### config.mk
export PLATFORM = sky130hd
export DESIGN_NAME = inst_encode_flat
export DESIGN_NICKNAME = d
export VERILOG_FILES = /design/src/rtl/inst_encode_if.sv /design/src/rtl/inst_encode.sv /design/src/flat_wrapper.sv
export SDC_FILE = /design/constraint.sdc
export NUM_CORES = 1
export LEC_CHECK = 0
export ABC_CLOCK_PERIOD_IN_PS = 2200
export CELL_PAD_IN_SITES_DETAIL_PLACEMENT = 0
export CELL_PAD_IN_SITES_GLOBAL_PLACEMENT = 1
export CORE_ASPECT_RATIO = 2
export CORE_MARGIN = 2
export CORE_UTILIZATION = 30
export CTS_CLUSTER_DIAMETER = 80
export DETAILED_ROUTE_END_ITERATION = 8
export GPL_TIMING_DRIVEN = 0
export HOLD_SLACK_MARGIN = 0.1
export PLACE_DENSITY_LB_ADDON = 0.3
export SYNTH_ARGS = -nofsm -noshare
export SYNTH_HDL_FRONTEND = slang
export SYNTH_SLANG_ARGS = --single-unit
### constraint.sdc
create_clock -name clk -period 2.2 [get_ports clk]
set_input_delay 0.33 -clock clk [delete_from_list [all_inputs] [get_ports clk]]
set_output_delay 0.33 -clock clk [all_outputs]
set_load 0.05 [all_outputs]
### src/rtl/inst_encode_if.sv
// rtl/inst_encode_if.sv - field-bundle input and instruction-word output handshake bundle for inst_encode
interface inst_encode_if;
   logic        in_valid;
   logic        in_ready;
   logic        in_li;
   logic [6:0]  in_opcode;
   logic [4:0]  in_rd;
   logic [4:0]  in_rs1;
   logic [4:0]  in_rs2;
   logic [2:0]  in_funct3;
   logic [6:0]  in_funct7;
   logic [31:0] in_imm;
   logic        out_valid;
   logic        out_ready;
   logic [31:0] out_inst;
   logic        out_err;

   modport slave (
      input  in_valid, in_li, in_opcode, in_rd, in_rs1, in_rs2,
             in_funct3, in_funct7, in_imm, out_ready,
      output in_ready, out_valid, out_inst, out_err
   );

   modport master (
      output in_valid, in_li, in_opcode, in_rd, in_rs1, in_rs2,
             in_funct3, in_funct7, in_imm, out_ready,
      input  in_ready, out_valid, out_inst, out_err
   );
endinterface

### src/rtl/inst_encode.sv
// rtl/inst_encode.sv - RV32I field-to-word encoder with LI expansion; ENCODE_CHECK_EN builds immediate range checks
module inst_encode (
   input  logic          clk,
   input  logic          reset,
   inst_encode_if.slave  bus
);
   localparam logic [0:0] ST_IDLE   = 1'b0;
   localparam logic [0:0] ST_PEND   = 1'b1;

   localparam logic [6:0] OP_JAL    = 7'b1101111;
   localparam logic [6:0] OP_LUI    = 7'b0110111;
   localparam logic [6:0] OP_AUIPC  = 7'b0010111;
   localparam logic [6:0] OP_BRANCH = 7'b1100011;
   localparam logic [6:0] OP_STORE  = 7'b0100011;
   localparam logic [6:0] OP_OP     = 7'b0110011;
   localparam logic [6:0] OP_IMM    = 7'b0010011;

   logic [0:0]  r_state;
   logic        r_out_valid;
   logic [31:0] r_out_inst;
   logic [11:0] r_pend_lo;
   logic [4:0]  r_pend_rd;

   logic        w_in_ready;
   logic        w_accept;
   logic        w_drain;
   logic        w_imm_12;
   logic [19:0] w_li_hi;
   logic        w_li_two;
   logic [31:0] w_word;
   logic [31:0] w_imm;
   logic [4:0]  w_rd;

   assign w_imm      = bus.in_imm;
   assign w_rd       = bus.in_rd;
   assign w_in_ready = (r_state == ST_IDLE) && (!r_out_valid || bus.out_ready);
   assign w_accept   = bus.in_valid && w_in_ready;
   assign w_drain    = r_out_valid && bus.out_ready;

   // imm fits a signed 12-bit field when bits 31..11 are all copies of the sign
   assign w_imm_12   = (&w_imm[31:11]) || !(|w_imm[31:11]);
   // (imm + 0x800) >> 12, folded so the rounding carry comes straight from imm[11]
   assign w_li_hi    = w_imm[31:12] + {19'd0, w_imm[11]};
   assign w_li_two   = bus.in_li && !w_imm_12 && (w_imm[11:0] != 12'd0);

   always_comb begin
      w_word = {w_imm[11:0], bus.in_rs1, bus.in_funct3, w_rd, bus.in_opcode};
      if (bus.in_li) begin
         if (w_imm_12)
            w_word = {w_imm[11:0], 5'd0, 3'b000, w_rd, OP_IMM};
         else
            w_word = {w_li_hi, w_rd, OP_LUI};
      end else begin
         case (bus.in_opcode)
            OP_JAL:
               w_word = {w_imm[20], w_imm[10:1], w_imm[11], w_imm[19:12], w_rd, bus.in_opcode};
            OP_LUI, OP_AUIPC:
               w_word = {w_imm[31:12], w_rd, bus.in_opcode};
            OP_BRANCH:
               w_word = {w_imm[12], w_imm[10:5], bus.in_rs2, bus.in_rs1, bus.in_funct3,
                         w_imm[4:1], w_imm[11], bus.in_opcode};
            OP_STORE:
               w_word = {w_imm[11:5], bus.in_rs2, bus.in_rs1, bus.in_funct3,
                         w_imm[4:0], bus.in_opcode};
            OP_OP:
               w_word = {bus.in_funct7, bus.in_rs2, bus.in_rs1, bus.in_funct3, w_rd, bus.in_opcode};
            default:
               w_word = {w_imm[11:0], bus.in_rs1, bus.in_funct3, w_rd, bus.in_opcode};
         endcase
      end
   end

   always_ff @(posedge clk or posedge reset) begin
      if (reset) begin
         r_state     <= ST_IDLE;
         r_out_valid <= 1'b0;
         r_out_inst  <= 32'd0;
         r_pend_lo   <= 12'd0;
         r_pend_rd   <= 5'd0;
      end else begin
         case (r_state)
            ST_IDLE: begin
               if (w_accept) begin
                  r_out_valid <= 1'b1;
                  r_out_inst  <= w_word;
                  if (w_li_two) begin
                     r_state   <= ST_PEND;
                     r_pend_lo <= w_imm[11:0];
                     r_pend_rd <= w_rd;
                  end
               end else if (w_drain) begin
                  r_out_valid <= 1'b0;
               end
            end
            default: begin
               // LUI leaves; the held ADDI rd,rd,lo takes its place with out_valid kept high
               if (w_drain) begin
                  r_out_inst <= {r_pend_lo, r_pend_rd, 3'b000, r_pend_rd, OP_IMM};
                  r_state    <= ST_IDLE;
               end
            end
         endcase
      end
   end

   assign bus.in_ready  = w_in_ready;
   assign bus.out_valid = r_out_valid;
   assign bus.out_inst  = r_out_inst;

`ifdef ENCODE_CHECK_EN
   logic r_out_err;
   logic w_err;
   logic w_imm_13;
   logic w_imm_21;

   assign w_imm_13 = (&w_imm[31:12]) || !(|w_imm[31:12]);
   assign w_imm_21 = (&w_imm[31:20]) || !(|w_imm[31:20]);

   always_comb begin
      w_err = 1'b0;
      if (!bus.in_li) begin
         case (bus.in_opcode)
            OP_JAL:          w_err = !w_imm_21 || w_imm[0];
            OP_LUI, OP_AUIPC: w_err = (w_imm[11:0] != 12'd0);
            OP_BRANCH:       w_err = !w_imm_13 || w_imm[0];
            OP_OP:           w_err = 1'b0;
            default:         w_err = !w_imm_12;
         endcase
      end
   end

   always_ff @(posedge clk or posedge reset) begin
      if (reset)
         r_out_err <= 1'b0;
      else if (r_state == ST_IDLE && w_accept)
         r_out_err <= w_err;
      else if (r_state == ST_PEND && w_drain)
         r_out_err <= 1'b0;
   end

   assign bus.out_err = r_out_err;
`else
   assign bus.out_err = 1'b0;
`endif
endmodule

### src/flat_wrapper.sv
// flat-port wrapper written by rule: the top's interface ports become plain ports
module inst_encode_flat 
  (clk, reset, bus_in_valid, bus_in_li, bus_in_opcode, bus_in_rd, bus_in_rs1, bus_in_rs2, bus_in_funct3, bus_in_funct7, bus_in_imm, bus_out_ready, bus_in_ready, bus_out_valid, bus_out_inst, bus_out_err);
  inst_encode_if bus_i ();
  input  logic clk;
  input  logic reset;
  input wire logic [$bits(bus_i.in_valid)-1:0] bus_in_valid;
  input wire logic [$bits(bus_i.in_li)-1:0] bus_in_li;
  input wire logic [$bits(bus_i.in_opcode)-1:0] bus_in_opcode;
  input wire logic [$bits(bus_i.in_rd)-1:0] bus_in_rd;
  input wire logic [$bits(bus_i.in_rs1)-1:0] bus_in_rs1;
  input wire logic [$bits(bus_i.in_rs2)-1:0] bus_in_rs2;
  input wire logic [$bits(bus_i.in_funct3)-1:0] bus_in_funct3;
  input wire logic [$bits(bus_i.in_funct7)-1:0] bus_in_funct7;
  input wire logic [$bits(bus_i.in_imm)-1:0] bus_in_imm;
  input wire logic [$bits(bus_i.out_ready)-1:0] bus_out_ready;
  output wire logic [$bits(bus_i.in_ready)-1:0] bus_in_ready;
  output wire logic [$bits(bus_i.out_valid)-1:0] bus_out_valid;
  output wire logic [$bits(bus_i.out_inst)-1:0] bus_out_inst;
  output wire logic [$bits(bus_i.out_err)-1:0] bus_out_err;
  assign bus_i.in_valid = bus_in_valid;
  assign bus_i.in_li = bus_in_li;
  assign bus_i.in_opcode = bus_in_opcode;
  assign bus_i.in_rd = bus_in_rd;
  assign bus_i.in_rs1 = bus_in_rs1;
  assign bus_i.in_rs2 = bus_in_rs2;
  assign bus_i.in_funct3 = bus_in_funct3;
  assign bus_i.in_funct7 = bus_in_funct7;
  assign bus_i.in_imm = bus_in_imm;
  assign bus_i.out_ready = bus_out_ready;
  assign bus_in_ready = bus_i.in_ready;
  assign bus_out_valid = bus_i.out_valid;
  assign bus_out_inst = bus_i.out_inst;
  assign bus_out_err = bus_i.out_err;
  inst_encode u_core (.clk(clk), .reset(reset), .bus(bus_i));
endmodule
After elaboration in Yosys (flattened, before gate mapping)
Cells that the tools add are included.
Storage, ports and cells
  input port bits: 69
  register bits: 51
  output and inout bits: 35
Operators by class
  reduce and logical (&&, ||, !) cells: 19
  add/sub/neg operators: 1
  bitwise operators: 1
  equal/unequal tests: 7
  mux-type cells: 12
Operators by type and width (number)
  $mux 32: 5
  $pmux 32 s5: 1
  $eq 7x6->1 const B: 3
  $reduce_and 21->1: 1
  $reduce_or 21->1: 1
  $add 20x1->20: 1
  $eq 7x7->1 const B: 2
  $reduce_bool 12->1: 1
  $eq 7x5->1 const B: 1
  $mux 1: 6
  $logic_and 1x1->1: 5
  $reduce_and 2->1: 2
  $reduce_bool 2->1: 2
  $logic_not 1->1: 3
  $reduce_and 3->1: 1
  $logic_or 1x1->1: 2
  $ne 2x2->1 const B: 1
  $reduce_or 2->1: 1
  $not 1->1: 1

Logic depth before layout (Yosys ltp)
Gate-level depths: netlist of the first run.
  depth in word-level cells: 9
  mapped depth: 9

Worst setup path before layout of the first run
Ideal clock, no wire load.
  kind: reg2reg
  start: register u_core.r_out_valid, in the netlist u_core.bus.out_valid
  end: register u_core.r_out_inst[31], in the netlist u_core.bus.out_inst[31]
  stages on the path, launching flop included: 7
  path buffers: 0
  slack: -0.344 ns
  period minus slack after synthesis: 2.544 ns
  data arrival time: 2.403 ns
  library setup time: 0.141 ns
  cell sequence: dfrtp_1 > nor2b_1 > nor2_1 > nand2_1 > a31o_2 > o31ai_1 > a31oi_1
On the way
  word-level cells in the longest chain between the ends: 6
  elaborated cells on any way between the ends: 8
  those cells by class: eq/ne (1); reduce/logical (7)
Ends and longest elaborated chain
  start, declared: RTL line inst_encode.sv:19  | logic r_out_valid;
  start signal, assigned: RTL line inst_encode.sv:76  | r_out_valid <= 1'b0;
  start signal, assigned: RTL line inst_encode.sv:84  | r_out_valid <= 1'b1;
  start signal, assigned: RTL line inst_encode.sv:92  | r_out_valid <= 1'b0;
  $logic_not 1->1: RTL line inst_encode.sv:36  | assign w_in_ready = (r_state == ST_IDLE) && (!r_out_valid || bus.out_ready);
  $logic_or 1x1->1: RTL line inst_encode.sv:36
  $logic_and 1x1->1: RTL line inst_encode.sv:36
  named net bus_in_ready: RTL line flat_wrapper.sv:17  | output wire logic [$bits(bus_i.in_ready)-1:0] bus_in_ready;
  $logic_and 1x1->1: RTL line inst_encode.sv:37  | assign w_accept = bus.in_valid && w_in_ready;
  $reduce_bool 2->1 (no line)
  $reduce_and 2->1 (no line)
  end signal, assigned: RTL line inst_encode.sv:85  | r_out_inst <= w_word;
  end signal, assigned: RTL line inst_encode.sv:98  | r_out_inst <= {r_pend_lo, r_pend_rd, 3'b000, r_pend_rd, OP_IMM};
  end, declared: RTL line inst_encode.sv:20  | logic [31:0] r_out_inst;
The timed path passes the listed nets, and every way through them passes these cells.
A chain may end at the register's enable or synchronous reset.

Worst setup path in the final report of the first run
  start: input port bus_in_imm[18]
  end: register u_core.r_pend_lo[6]
On the way
  word-level cells in the longest chain between the ends: 7
  elaborated cells on any way between the ends: 8
  those cells by class: reduce/logical (8)
Ends and longest elaborated chain
  start, declared: RTL line flat_wrapper.sv:15  | input wire logic [$bits(bus_i.in_imm)-1:0] bus_in_imm;
  $reduce_or 21->1: RTL line inst_encode.sv:41  | assign w_imm_12 = (&w_imm[31:11]) || !(|w_imm[31:11]);
  $logic_not 1->1: RTL line inst_encode.sv:41
  $logic_or 1x1->1 *: RTL line inst_encode.sv:41
  $logic_not 1->1 *: RTL line inst_encode.sv:44  | assign w_li_two = bus.in_li && !w_imm_12 && (w_imm[11:0] != 12'd0);
  $logic_and 1x1->1 * (2 in a row): RTL line inst_encode.sv:44
  $reduce_and 3->1 (no line) *
  end signal, assigned: RTL line inst_encode.sv:88  | r_pend_lo <= w_imm[11:0];
  end, declared: RTL line inst_encode.sv:21  | logic [11:0] r_pend_lo;
Mark *: on every way between the ends. The rest lies on a longest branch, timed or not.

==> impl_metrics.env, run 1 <==
export IMPL_status="complete, no violations"
export IMPL_ys_seq_area_share_pct=36.5
export IMPL_num_rows=55
export IMPL_place_gp_congestion=0.892
export IMPL_finClkSkew_ns=0.00473
export IMPL_clock_sinks=51
export IMPL_tightest_slew_ns=0.629
export IMPL_finalNonFillerCells=635
export IMPL_fmax_mhz=465
export IMPL_holdCritPathClass="in2async"
export IMPL_final_core_util_pct=45.5
export IMPL_drive_gt1_share_pct=20.7
export IMPL_p_leak_nw=2.20
export IMPL_numCtsBuffers=5
export IMPL_syn_num_nets=437
export IMPL_wire_per_inst_um=20.7
export IMPL_synth_edff_count=0
export IMPL_fin_crit_ns=2.15
export IMPL_ioPinCount=104
export IMPL_use_met2_pct=40.4
export IMPL_worstReg2RegStart="u_core.r_state"
export IMPL_grt_usage_pct=21.3
export IMPL_drv_slew=0
export IMPL_cts_tree="built"
export IMPL_area_growth_pct=47.9
export IMPL_grt_max_degree=29
export IMPL_vias=3444
export IMPL_h_tree_depth=2
export IMPL_grt_pass1_vias=3605
export IMPL_power_frac_clock_pct=15.0
export IMPL_design_area_um2=5160
export IMPL_grt_pass1_wl_um=19900
export IMPL_io_buffers=100
export IMPL_fillers=1132
export IMPL_syn_cell_area_um2=3490
export IMPL_ys_warn_count=0
export IMPL_start_kind="primary input"
export IMPL_crit_path_start="bus_in_imm[18]"
export IMPL_nNetsFinal=564
export IMPL_clockBufferDepth=2
export IMPL_first_pass_iters=4
export IMPL_max_cap_violations=0
export IMPL_fp_dieH_um=157
export IMPL_synth_async_reset_ratio_pct=100
export IMPL_die_area_um2=12600
export IMPL_p_switching_mw=2.82
export IMPL_setup_viol=0
export IMPL_fp_dieW_um=80.3
export IMPL_final_setup_worst_slack_ns=0.0472
export IMPL_critPathArrivalTime_ns=2.34
export IMPL_swShare_pct=46.5
export IMPL_internal_power_mw=3.24
export IMPL_synthDistinctLibCells=68
export IMPL_clk_pin_slew_ns=0.07
export IMPL_wl_um=13100
export IMPL_power_frac_seq_pct=28.2
export IMPL_holdWs_ns=0.402
export IMPL_worstSetupPathType="in2reg"
export IMPL_dp_cells=608
export IMPL_power_frac_comb_pct=56.8
export IMPL_ys_ff_latch=51
export IMPL_use_met3_pct=2.71
export IMPL_relSlewSlack_pct=58.1
export IMPL_n_antenna_cell=0
export IMPL_core_region_area_um2=11400
export IMPL_pre_cts_ws_ns=-1.12
export IMPL_start_util_pct=30.8
export IMPL_vias_per_cell=5.42
export IMPL_cts_root_buffer="clkbuf_16"
export IMPL_hold_violations=0
export IMPL_irDropWorstVdd_mv=0.589
export IMPL_drt_iter0_markers=217
export IMPL_top_usage_layer="met2"
export IMPL_min_period_over_period_pct=97.9
export IMPL_synthCells=365
export IMPL_overflow=0
export IMPL_ant_nets=0
export IMPL_synthFlopType="dfrtp_1"
export IMPL_synth_area_per_cell_um2=9.57
export IMPL_place_area_um2=4700
export IMPL_required_ns=2.38
export IMPL_clk_latency_ns=0.30
export IMPL_end_kind="flop"
export IMPL_drc_errors=0
export IMPL_grt_util_met1_pct=22.0
export IMPL_grt_antenna_before_repair=0
export IMPL_crit_fanout=10
export IMPL_dp_hpwl_um=10300
export IMPL_powerDensity_nw_per_um2=1170
cell families after synthesis:
family | synth area share, %
compound gates | 19.6
xor+xnor | 4.01
mux | 11.0
buf+inv | 4.37
other cells | 0.107
simple gates | 23.3
fa+ha+maj | 1.07
flops | 36.5
metrics by stage:
stage | setup TNS, ns | power [mW]
after floorplan | 0 | 3.84
after global placement | -53.56 | 5.05
after detailed placement | -34.23 | 5.09
after CTS | 0 | 6.05
after global routing | -0.503 | 6.37
final | 0 | 6.05
flip-flops by register name, summed over array words and instances (netlist names):
signal / flops
u_core.bus.out_valid: 1
u_core.bus.out_inst: 32
u_core.r_pend_lo: 12
u_core.r_pend_rd: 5
u_core.r_state: 1
final cells by class:
type,instances,area [um^2],share of cell area (%)
Buffer,18,126,2.45
Tap cell,142,178,3.44
Clock buffer,5,125,2.42
Clock inverter,3,43.8,0.848
Timing Repair Buffer,120,1180,22.9
Inverter,10,37.5,0.727
Multi-Input combinational cell,286,2200,42.5
Sequential cell,51,1280,24.7
path summary, 6_finish.rpt:
check,end,slack (ns),cells past startpoint
worst max-delay path,u_core.r_pend_lo[6],0.05,9
worst min-delay path,u_core.bus.out_inst[25],0.40,2
worst max register to register,u_core.bus.out_inst[15],0.18,7
worst min register to register,u_core.bus.out_inst[6],0.48,2
max in group asynchronous,u_core.bus.out_inst[12],1.25,3
min in group clk,u_core.bus.out_inst[1],0.43,3
power groups by stage:
stage          registers [mW]  clock network (mW)  logic, mW
2_1_floorplan            2.68                   0       1.16
3_3_place_gp             1.71                   0       3.34
3_5_place_dp             1.72                   0       3.36
4_1_cts                  1.71               0.926       3.42
5_1_grt                  1.76               0.959       3.65
6_report                 1.71               0.906       3.44
cell usage after synthesis, types with 9 or more instances:
cell      count  area (um^2)
nor2_1       14         52.6
and3_1        9         56.3
a21oi_1      13         65.1
nand3_1      22          110
nand3b_1     11         82.6
clkbuf_1     10         37.5
nand2_1      25         93.8
a31oi_1       9         56.3
o21ai_0      31          155
mux2i_1      14          140
dfrtp_1      51         1280
a22oi_1      15          113
mux2_2       11          124
inv_1         9         33.8
xnor2_1      10         87.6
timing repair:
action,4_1_cts,5_1_grt
pin swaps,5,6
gates cloned,0,0
setup buffers,11,8
setup endpoints to repair,43,35
hold endpoints to repair,0,0
hold buffers,0,0
gates resized for setup,26,31
cells in the final DEF, fill, tap and decap left out, types with 4 or more instances in the layout:
master,count
nor3_4,4
nor2_1,12
a31oi_1,9
dlygate4sd2_1,5
mux2_2,11
dlymetal6s2s_1,12
o21ai_0,30
dfrtp_1,51
clkbuf_16,5
and3_1,8
inv_1,8
clkdlybuf4s50_1,82
xnor2_1,10
a22oi_1,15
a221oi_1,4
mux2i_1,14
clkbuf_1,6
xor2_1,6
nand3b_1,11
nor4_1,4
nand4_1,5
nand2b_1,4
a21oi_1,11
buf_4,20
o21bai_1,5
mux2_4,8
nand2_1,23
clkbuf_2,4
nand3_1,20
worst max-delay path, stage by stage:
cell and delay, ns:
clkdlybuf4s50_1 0.60, nand3_2 0.18, nor3_4 0.23, buf_4 0.17, nand4_4 0.14, nand3_4 0.17
nor2_8 0.06, buf_12 0.15, mux2_4 0.30
routing by layer:
layer | wire [um] | part of all wire (%)
met1 | 4680 | 36
met2 | 7360 | 56
met3 | 534 | 4.1
met4 | 557 | 4.2
met5 | 0 | 0
Note: power is estimated with default switching activity, not from simulation.
==> inputs of run 2 (changes only) <==
- CORE_UTILIZATION: 30 -> 36
==> impl_metrics.env, run 2 (same netlist as run 1, synthesis figures left out) <==
export IMPL_status="complete, no violations"
export IMPL_finalNonFillerCells=595
export IMPL_end_kind="flop"
export IMPL_start_util_pct=37.2
export IMPL_power_total_mw=5.95
export IMPL_rsz0062_at_grt="yes"
export IMPL_drv_slew=0
export IMPL_setup_viol=0
export IMPL_fp_dieH_um=143
export IMPL_fin_crit_ns=2.14
export IMPL_wl_um=12700
export IMPL_clockBufferDepth=2
export IMPL_grt_usage_pct=24.6
export IMPL_core_region_area_um2=9380
export IMPL_critPathArrivalTime_ns=2.32
export IMPL_nNetsFinal=562
export IMPL_grt_pass1_vias=3552
export IMPL_area_growth_pct=45.7
export IMPL_fillers=869
export IMPL_vias_per_cell=5.84
export IMPL_design_area_um2=5090
export IMPL_numCtsBuffers=5
export IMPL_ant_nets=0
export IMPL_fmax_mhz=467
export IMPL_largest_register_ff_count=32
export IMPL_start_kind="primary input"
export IMPL_ff_latch_area_um2=1280
export IMPL_cts_root_buffer="clkbuf_16"
export IMPL_clk_pin_slew_ns=0.07
export IMPL_place_gp_congestion=0.931
export IMPL_vias=3476
export IMPL_slowest_stage="clkdlybuf4s50_1"
export IMPL_multi_input_area_um2=2180
export IMPL_powerDensity_nw_per_um2=1170
export IMPL_wire_per_inst_um=21.3
export IMPL_dp_cells=570
export IMPL_p_leak_nw=2.17
export IMPL_worst_path_buf_inv=3
export IMPL_drc_errors=0
export IMPL_clock_sinks=51
export IMPL_tightest_slew_ns=0.628
export IMPL_cpLargestDelayFamily="simple AND/OR/NAND/NOR gates"
export IMPL_grt_antenna_before_repair=0
export IMPL_cts_hold_buf=0
export IMPL_clk_latency_ns=0.29
export IMPL_relSlewSlack_pct=58.0
export IMPL_cts_tree="built"
export IMPL_fp_dieW_um=73.7
export IMPL_overflow=0
export IMPL_min_period_over_period_pct=97.4
export IMPL_pre_cts_ws_ns=-1.09
export IMPL_die_area_um2=10600
export IMPL_hold_violations=0
export IMPL_worstSetupPathType="in2reg"
export IMPL_drive_gt1_share_pct=19.8
export IMPL_io_buffers=100
export IMPL_final_setup_worst_slack_ns=0.0578
export IMPL_most_common_layout_cells="clkdlybuf4s50_1 (78), dfrtp_1 (51), o21ai_0 (30)"
export IMPL_dp_hpwl_um=9770
export IMPL_drt_iter0_markers=283
export IMPL_max_stage_delay_ns=0.50
export IMPL_h_tree_depth=2
export IMPL_crit_fanout=5
export IMPL_num_rows=50
export IMPL_first_pass_iters=4
export IMPL_grt_max_degree=29
export IMPL_n_antenna_cell=0
export IMPL_path_cells="clkdlybuf4s50_1, nor4_2, and4_4, a21oi_4, nand3_4, nor2_8, buf_4, buf_12, mux2_4"
export IMPL_finClkSkew_ns=0.00328
export IMPL_required_ns=2.38
export IMPL_place_area_um2=4650
export IMPL_max_cap_violations=0
export IMPL_holdCritPathClass="in2async"
export IMPL_layout_commonest_cell="clkdlybuf4s50_1"
export IMPL_grt_pass1_wl_um=19500
export IMPL_ioPinCount=104
export IMPL_irDropWorstVdd_mv=0.812
run 2: cell types whose count changed in the layout (fill, tap and decap cells not counted), sizes merged:
cell / previous run / this run
clkdlybuf4s50: 82 / 78
buf: 27 / 23
clkinv: 3 / 2
clkinvlp: 0 / 1
dlygate4sd2: 5 / 11
bufbuf: 0 / 1
dlymetal6s2s: 12 / 9
bufinv: 1 / 0
clkbuf: 17 / 20
run 2: stage by stage:
step / setup TNS [ns] / hold slack (ns) / utilization [%]
floorplan: 0 / 0.463 / -
global placement: -54.04 / 0.455 / 49.4
detailed placement: -33.52 / 0.461 / 49.6
CTS: 0 / 0.462 / 52.9
global route: -0.00349 / 0.463 / 54.3
finish: 0 / 0.440 / 54.3
run 2: final timing paths:
path	from	end	slack, ns	cells past startpoint
worst max-delay path	bus_in_imm[29]	u_core.r_pend_lo[6]	0.06	9
worst min-delay path	reset	u_core.bus.out_inst[8]	0.44	2
worst max register to register	u_core.r_state	u_core.r_pend_lo[5]	0.16	7
worst min register to register	u_core.bus.out_inst[4]	u_core.bus.out_inst[4]	0.48	2
max in group asynchronous	reset	u_core.bus.out_inst[7]	1.19	3
min in group clk	bus_in_opcode[6]	u_core.bus.out_inst[6]	0.44	3
run 2: cell type report:
cell class                 count  share of cell area [%]
multi-input combinational    286                    42.8
sequential                    51                    25.1
timing repair buffer         118                    23.6
tap                          104                    2.56
clock buffer                   6                    2.53
buffer                        18                    2.48
inverter                      10                   0.737
clock inverter                 2                   0.246
run 2: worst reg2reg max path, cell delays in order (launching register included):
cell and delay [ns]:
dfrtp_1 0.36, clkbuf_1 0.22, nand2b_1 0.33, nor2_4 0.19, nand3_4 0.11, nor2_8 0.14
bufbuf_16 0.29, mux2_4 0.29
run 2: routing by layer:
metal	vias up	wire (um)	global-route usage, %
li1	1625	-	-
met1	1693	4590	26.9
met2	123	6930	44.5
met3	35	533	2.66
met4	0	632	13.4
met5	-	0	0
run 2: power by group:
| group | internal [mW] | switching (mW) |
|---|---|---|
| registers | 1.41 | 0.291 |
| clock network | 0.421 | 0.351 |
| logic | 1.32 | 2.16 |
run 2: timing repair:
action	4_1_cts	5_1_grt
pin swaps	5	6
setup endpoints to repair	43	29
buffers inserted	11	5
gates resized for setup	34	26
cloned	1	0
==> inputs of run 3 (changes only) <==
- HOLD_SLACK_MARGIN: 0.1 -> 0.03
==> results of run 3 <==
Same layout as run 2: the final DEF is identical, and so are final timing and power.
